`config.mk`:
```
export PLATFORM = sky130hd
export DESIGN_NAME = bpu_update_scheduler
export DESIGN_NICKNAME = d
export VERILOG_FILES = /design/src/rtl/bpu_pkg.sv /design/src/rtl/bpu_upd_fifo.sv /design/src/rtl/bpu_update_scheduler.sv
export SDC_FILE = /design/constraint.sdc
export NUM_CORES = 1
export LEC_CHECK = 0
export ABC_AREA = 1
export BUFFER_PORTS_ARGS = -buffer_cell sky130_fd_sc_hd__buf_2
export CORE_AREA = 2 2 94 114
export CTS_BUF_LIST = sky130_fd_sc_hd__clkbuf_4 sky130_fd_sc_hd__clkbuf_8
export CTS_CLUSTER_SIZE = 24
export DETAILED_ROUTE_END_ITERATION = 8
export DIE_AREA = 0 0 96 116
export PLACE_DENSITY = 0.79
export RECOVER_POWER = 25
export REMOVE_ABC_BUFFERS = 1
export SLEW_MARGIN = 20
export SYNTH_ARGS = -nofsm -noshare
export SYNTH_HDL_FRONTEND = slang
export SYNTH_SLANG_ARGS = --single-unit
```
`constraint.sdc`:
```
create_clock -name clk -period 6.17 [get_ports clk]
set_clock_uncertainty 0.15 [all_clocks]
set_input_delay 0.3085 -clock clk [delete_from_list [all_inputs] [get_ports clk]]
set_output_delay 0.3085 -clock clk [all_outputs]
set_load 0.05 [all_outputs]
```
`src/rtl/bpu_pkg.sv`:
```
`timescale 1ns/1ps
`default_nettype none
// ============================================================================
//  Module   : bpu_pkg
//  Purpose  : Shared defaults, scheduler state encoding and the update record
//             layout for the branch-predictor write-side scheduler.
//  Revision : 1.0 - initial release
// ============================================================================
package bpu_pkg;

    localparam int BPU_PC_W  = 11;
    localparam int BPU_IDX_W = 5;

    typedef enum logic [0:0] {
        BPU_INIT = 1'b0,
        BPU_RUN  = 1'b1
    } bpu_state_e;

    typedef struct packed {
        logic [BPU_IDX_W-1:0] index;
        logic                 taken;
        logic [BPU_PC_W-1:0]  target;
    } bpu_upd_t;

endpackage
`default_nettype wire

```
`src/rtl/bpu_upd_fifo.sv`:
```
`timescale 1ns/1ps
`default_nettype none
// ============================================================================
//  Module   : bpu_upd_fifo
//  Purpose  : DEPTH-entry in-order queue of update records. Two write ports
//             (push_b only meaningful together with push_a, written behind
//             it), one read port exposing the head, occupancy count and a
//             synchronous clear that wins over any push/pop.
//  Revision : 1.0 - initial release
// ============================================================================
module bpu_upd_fifo #(
    parameter int DEPTH = 4,
    parameter int WIDTH = 17
) (
    input  logic                     clk,
    input  logic                     reset,
    input  logic                     clear,
    input  logic                     push_a,
    input  logic [WIDTH-1:0]         data_a,
    input  logic                     push_b,
    input  logic [WIDTH-1:0]         data_b,
    input  logic                     pop,
    output logic [WIDTH-1:0]         head,
    output logic [$clog2(DEPTH):0]   count
);

    localparam int PTR_W = $clog2(DEPTH);
    localparam int CNT_W = PTR_W + 1;

    logic [WIDTH-1:0] r_mem [DEPTH];
    logic [PTR_W-1:0] r_wr_ptr;
    logic [PTR_W-1:0] r_rd_ptr;
    logic [CNT_W-1:0] r_count;
    logic [PTR_W-1:0] w_wr_ptr_b;
    logic [CNT_W-1:0] w_count_next;

    // Second write lands one slot behind the first; power-of-two depth wraps naturally.
    assign w_wr_ptr_b   = r_wr_ptr + PTR_W'(1);
    assign w_count_next = r_count + CNT_W'(push_a) + CNT_W'(push_b) - CNT_W'(pop);
    assign head         = r_mem[r_rd_ptr];
    assign count        = r_count;

    // Record storage; no reset needed since occupancy guards every read.
    always_ff @(posedge clk) begin
        if (!clear && push_a) begin
            r_mem[r_wr_ptr] <= data_a;
        end
        if (!clear && push_b) begin
            r_mem[w_wr_ptr_b] <= data_b;
        end
    end

    // Pointer and occupancy bookkeeping, cleared asynchronously or on request.
    always_ff @(posedge clk or negedge reset) begin
        if (!reset) begin
            r_wr_ptr <= '0;
            r_rd_ptr <= '0;
            r_count  <= '0;
        end else if (clear) begin
            r_wr_ptr <= '0;
            r_rd_ptr <= '0;
            r_count  <= '0;
        end else begin
            if (push_b) begin
                r_wr_ptr <= r_wr_ptr + PTR_W'(2);
            end else if (push_a) begin
                r_wr_ptr <= r_wr_ptr + PTR_W'(1);
            end
            if (pop) begin
                r_rd_ptr <= r_rd_ptr + PTR_W'(1);
            end
            r_count <= w_count_next;
        end
    end

endmodule
`default_nettype wire

```
`src/rtl/bpu_update_scheduler.sv`:
```
`timescale 1ns/1ps
`default_nettype none
// ============================================================================
//  Module   : bpu_update_scheduler
//  Purpose  : Single write port sequencer for the BHT/BTB. Sweeps every entry
//             to its initial value after reset / init_req, then queues up to
//             two resolved branches per cycle and issues one per cycle.
//  Revision : 1.0 - initial release
// ============================================================================
module bpu_update_scheduler
    import bpu_pkg::*;
#(
    parameter int PC_W  = BPU_PC_W,
    parameter int IDX_W = BPU_IDX_W,
    parameter int DEPTH = 4
) (
    input  logic             clk,
    input  logic             reset,
    input  logic             init_req,
    input  logic             br_valid1,
    input  logic             br_valid2,
    input  logic [PC_W-1:0]  br_pc1,
    input  logic [PC_W-1:0]  br_pc2,
    input  logic             br_taken1,
    input  logic             br_taken2,
    input  logic [PC_W-1:0]  br_target1,
    input  logic [PC_W-1:0]  br_target2,
    output logic             in_ready,
    output logic             init_done,
    output logic             upd_valid,
    output logic             upd_init,
    output logic [IDX_W-1:0] upd_index,
    output logic             upd_taken,
    output logic [PC_W-1:0]  upd_target
);

    localparam int               REC_W        = IDX_W + 1 + PC_W;
    localparam int               CNT_W        = $clog2(DEPTH) + 1;
    localparam logic [0:0]       c_ST_INIT    = BPU_INIT;
    localparam logic [0:0]       c_ST_RUN     = BPU_RUN;
    localparam logic [IDX_W-1:0] c_SWEEP_LAST = '1;
    localparam logic [CNT_W-1:0] c_READY_MAX  = CNT_W'(DEPTH - 2);

    logic [0:0]       r_state;
    logic [IDX_W-1:0] r_sweep;
    logic [CNT_W-1:0] w_count;
    logic [REC_W-1:0] w_rec1;
    logic [REC_W-1:0] w_rec2;
    logic [REC_W-1:0] w_rec_first;
    logic [REC_W-1:0] w_head;
    logic             w_run;
    logic             w_accept;
    logic             w_push_a;
    logic             w_push_b;
    logic             w_pop;
    logic             w_pc_hi_unused;

    // Upper PC bits only matter to the frontend; the table index is the low slice.
    assign w_pc_hi_unused = ^{br_pc1[PC_W-1:IDX_W], br_pc2[PC_W-1:IDX_W]};

    assign w_run     = (r_state == c_ST_RUN);
    assign init_done = w_run;
    // Room for a full pair is required, so a lone slot never sneaks past a held pair.
    assign in_ready  = w_run && (w_count <= c_READY_MAX);
    assign w_accept  = in_ready && !init_req;

    assign w_rec1 = {br_pc1[IDX_W-1:0], br_taken1, br_target1};
    assign w_rec2 = {br_pc2[IDX_W-1:0], br_taken2, br_target2};

    // Compact the two slots so the older valid branch is always written first.
    assign w_rec_first = br_valid1 ? w_rec1 : w_rec2;
    assign w_push_a    = w_accept && (br_valid1 || br_valid2);
    assign w_push_b    = w_accept && br_valid1 && br_valid2;
    assign w_pop       = w_run && !init_req && (w_count != '0);

    bpu_upd_fifo #(
        .DEPTH (DEPTH),
        .WIDTH (REC_W)
    ) u_fifo (
        .clk    (clk),
        .reset  (reset),
        .clear  (init_req),
        .push_a (w_push_a),
        .data_a (w_rec_first),
        .push_b (w_push_b),
        .data_b (w_rec2),
        .pop    (w_pop),
        .head   (w_head),
        .count  (w_count)
    );

    // Sweep FSM: walk every index once, then hand the port to the queue.
    always_ff @(posedge clk or negedge reset) begin
        if (!reset) begin
            r_state <= c_ST_INIT;
            r_sweep <= '0;
        end else if (init_req) begin
            r_state <= c_ST_INIT;
            r_sweep <= '0;
        end else if (r_state == c_ST_INIT) begin
            r_sweep <= r_sweep + IDX_W'(1);
            if (r_sweep == c_SWEEP_LAST) begin
                r_state <= c_ST_RUN;
            end
        end
    end

    // Registered update port: init writes during the sweep, queue head in run.
    always_ff @(posedge clk or negedge reset) begin
        if (!reset) begin
            upd_valid  <= 1'b0;
            upd_init   <= 1'b0;
            upd_index  <= '0;
            upd_taken  <= 1'b0;
            upd_target <= '0;
        end else if (init_req) begin
            upd_valid  <= 1'b0;
            upd_init   <= 1'b0;
        end else if (r_state == c_ST_INIT) begin
            upd_valid  <= 1'b1;
            upd_init   <= 1'b1;
            upd_index  <= r_sweep;
            upd_taken  <= 1'b0;
            upd_target <= '0;
        end else if (w_pop) begin
            upd_valid  <= 1'b1;
            upd_init   <= 1'b0;
            upd_index  <= w_head[REC_W-1 -: IDX_W];
            upd_taken  <= w_head[PC_W];
            upd_target <= w_head[PC_W-1:0];
        end else begin
            upd_valid  <= 1'b0;
            upd_init   <= 1'b0;
        end
    end

endmodule
`default_nettype wire

```
==> impl_metrics.json <==
{
  "hold_viol": 0,
  "fill_cells": 867,
  "cp.arrival_ps": 3580,
  "postCtsResizedCells": 0,
  "root_buffer": "clkbuf_8",
  "cts.sinks": 100,
  "grt.total_usage_pct": 21.9,
  "dpl_cell_area_um2": 5490,
  "cts_setup_buffers": 0,
  "wl_met2_mm": 5.85,
  "holdCritStartpoint": "init_req",
  "start_util_pct": 52.7,
  "yosysSeqAreaShare_pct": 54.1,
  "fin_nets": 683,
  "grt_pass1_vias": 4017,
  "cts_buffer_depth": 2,
  "timing.slew.headroom_pct": -24.9,
  "tritoncts": "done",
  "cp-end-kind": "flop",
  "coreArea_um2": 9960,
  "drive_gt1_share_pct": 13.3,
  "ant_nets": 0,
  "routed.top_layer": "met4",
  "area_growth_syn_to_layout_pct": 7.15,
  "wl_met3_um": 785,
  "ys_top_cells_by_area": "edfxtp_1 (39%), dfrtp_1 (15%), nand2_1 (11%)",
  "path_cells": "clkinvlp_2 > nor2_1 > nand2_1 > inv_1 > ha_1 > inv_1 > fa_1 > inv_1 > fa_1 > o21ai_0 > a21oi_1",
  "met1_length_mm": 4.41,
  "hpwl_mm": 7.17,
  "gp_congestion": 0.786,
  "synth_top_area_share_pct": 38.9,
  "dieArea_um2": 11100,
  "worstSetupPathType": "flop to flop",
  "synthMostInstantiatedCell": "nand2_1",
  "vdd_ir_drop_max_mv": 0.119,
  "max_freq_mhz": 289,
  "vias": 4134,
  "synth_edf_count": 68,
  "cp-start-kind": "flop",
  "wl_mm": 11.4,
  "maxCapViolCount": 1,
  "synth.distinct_cells": 30,
  "grt_overflow": 0,
  "die_w_um": 96,
  "design_area_um2": 5630,
  "avgViaCountPerCell": 5.51,
  "drtIter0Drc": 273,
  "path_common_cell": "inv_1",
  "total_power_mw": 1.21,
  "die_h_um": 116,
  "dp_slack_ps": 3190,
  "synthArstFlopShare_pct": 32.0,
  "worst_pin_slew_ps": 1870,
  "max_stage_delay_ps": 580,
  "layout_setup_ws_ps": 2710,
  "htree_levels": 3,
  "grt_pass1_wl_mm": 18.4,
  "port_buffers": 59,
  "synthCells": 576,
  "ctsHoldBuffers": 1,
  "grt_max_degree": 48,
  "synth.avg_cell_area_um2": 9.11,
  "drt_pass1_iterations": 5,
  "wl_per_cell_um": 15.2,
  "timing.hold.ws_ps": 63.1,
  "cp_data_required_time_ps": 6290,
  "clk_pin_slew_ps": 90,
  "tns_ps": 0,
  "ys_seq_elements": 100,
  "violations": "max-capacitance violations, max-slew violations",
  "yosysTopAreaCell": "edfxtp_1",
  "fin_cells": 750,
  "cts_made_buffers": 9,
  "num_antenna_cells": 0,
  "dpl.cell_count": 733,
  "setup_viol": 0,
  "run_status": "complete, but fails checks",
  "crit-reg2reg-launch": "init_done",
  "num_rows": 40,
  "utilization_pct": 56.5,
  "yosys-top-cells-count": "nand2_1 (149), edfxtp_1 (68), o21ai_0 (62), o21ai_1 (60), inv_1 (52)",
  "ys.flop_type": "edfxtp_1",
  "netlist_area_um2": 5250,
  "period_needed_ps": 3460,
  "ios": 72,
  "drc": 0,
  "register_area_um2": 2840,
  "powerDensity_nw_per_um2": 215,
  "multi_input_area_um2": 1940,
  "critical-path-slowest-cell": "dfrtp_1",
  "antenna_found_initial": 0,
  "crit_path_max_fanout": 18,
  "rsz0062_at_grt": "no",
  "hp-class": "input pin to flop",
  "clock_latency_ps": 370,
  "ys_warn_count": 0,
  "crit_start": "init_done",
  "finalCritPeriodShare_pct": 56.1,
  "final_max_slew_viol_count": 33,
  "leakagePower_nw": 2.51
}
## worst max-delay path, delay by kind of cell, from the launching register on
kind / cells / cell delay, ps
simple gates: 2 / 940
fa+ha+maj: 3 / 790
buf+inv: 4 / 660
flops: 1 / 580
compound gates: 2 / 230
## registers in the layout, indices dropped and copies added, names as in the netlist
| name | cells |
|---|---|
| init_done | 1 |
| upd_target | 11 |
| u_fifo.r_rd_ptr | 2 |
| u_fifo.count | 3 |
| u_fifo.r_wr_ptr | 2 |
| upd_index | 5 |
| r_sweep | 5 |
| upd_valid | 1 |
| u_fifo.r_mem | 68 |
| upd_init | 1 |
| upd_taken | 1 |
## power by group
group | internal, mW | switching [mW]
Sequential | 0.725 | 0.00270
Clock | 0.151 | 0.229
Combinational | 0.0354 | 0.0685
## placed cells by master (no fill, tap or decap), drive strengths merged
| cell type | n |
|---|---|
| nand2 | 154 |
| o21ai | 138 |
| edfxtp | 68 |
| inv | 55 |
| nor2 | 51 |
| buf | 43 |
| dfrtp | 32 |
| clkbuf | 28 |
| a21oi | 17 |
| ha | 11 |
| nand3 | 6 |
| clkinv | 5 |
| o211ai | 3 |
| nor3 | 2 |
| nand4 | 2 |
| fa | 2 |
| clkinvlp | 1 |
| a31oi | 1 |
| nor4 | 1 |
| xnor2 | 1 |
| o22ai | 1 |
| o31ai | 1 |
| dlygate4sd3 | 1 |
## layout make-up
cell class              instances  area share, %
repair buffers                 62           5.29
inverters                      55           3.78
clock inverters                 6          0.712
clock buffers                  10           2.34
multi-input cells             391           34.5
well taps                     126           2.80
flip-flops and latches        100           50.5
## kinds of logic (layout without fill, tap and decap cells)
kind of cell / after synthesis / after routing / share of synthesized area [%]
DFF: 100 / 100 / 54.1
xor gates and xnor gates: 1 / 1 / 0.167
and+or+nand+nor: 216 / 216 / 17.0
buffers and inverters: 85 / 133 / 8.53
adders and majority gates: 13 / 13 / 3.38
AOI/OAI and AO/OA: 161 / 161 / 16.7
## per-layer routing
metal | global-route usage, % | vias up
met2 | 38.2 | 156
met1 | 25.0 | 1941
met4 | 11.0 | 0
met3 | 4.81 | 28
li1 | - | 2009
met5 | 0 | -
## final timing paths
check | to | slack, ps | cells after the start
worst max-delay path | u_fifo.count[2] | 2710 | 11
worst min-delay path | u_fifo.count[0] | 60 | 2
worst max register to register | u_fifo.count[2] | 2710 | 11
worst min register to register | upd_index[4] | 340 | 2
max in group asynchronous | upd_target[2] | 3950 | 2
min in group asynchronous | u_fifo.r_wr_ptr[0] | 830 | 2
Note: power is estimated with default switching activity, not from simulation.
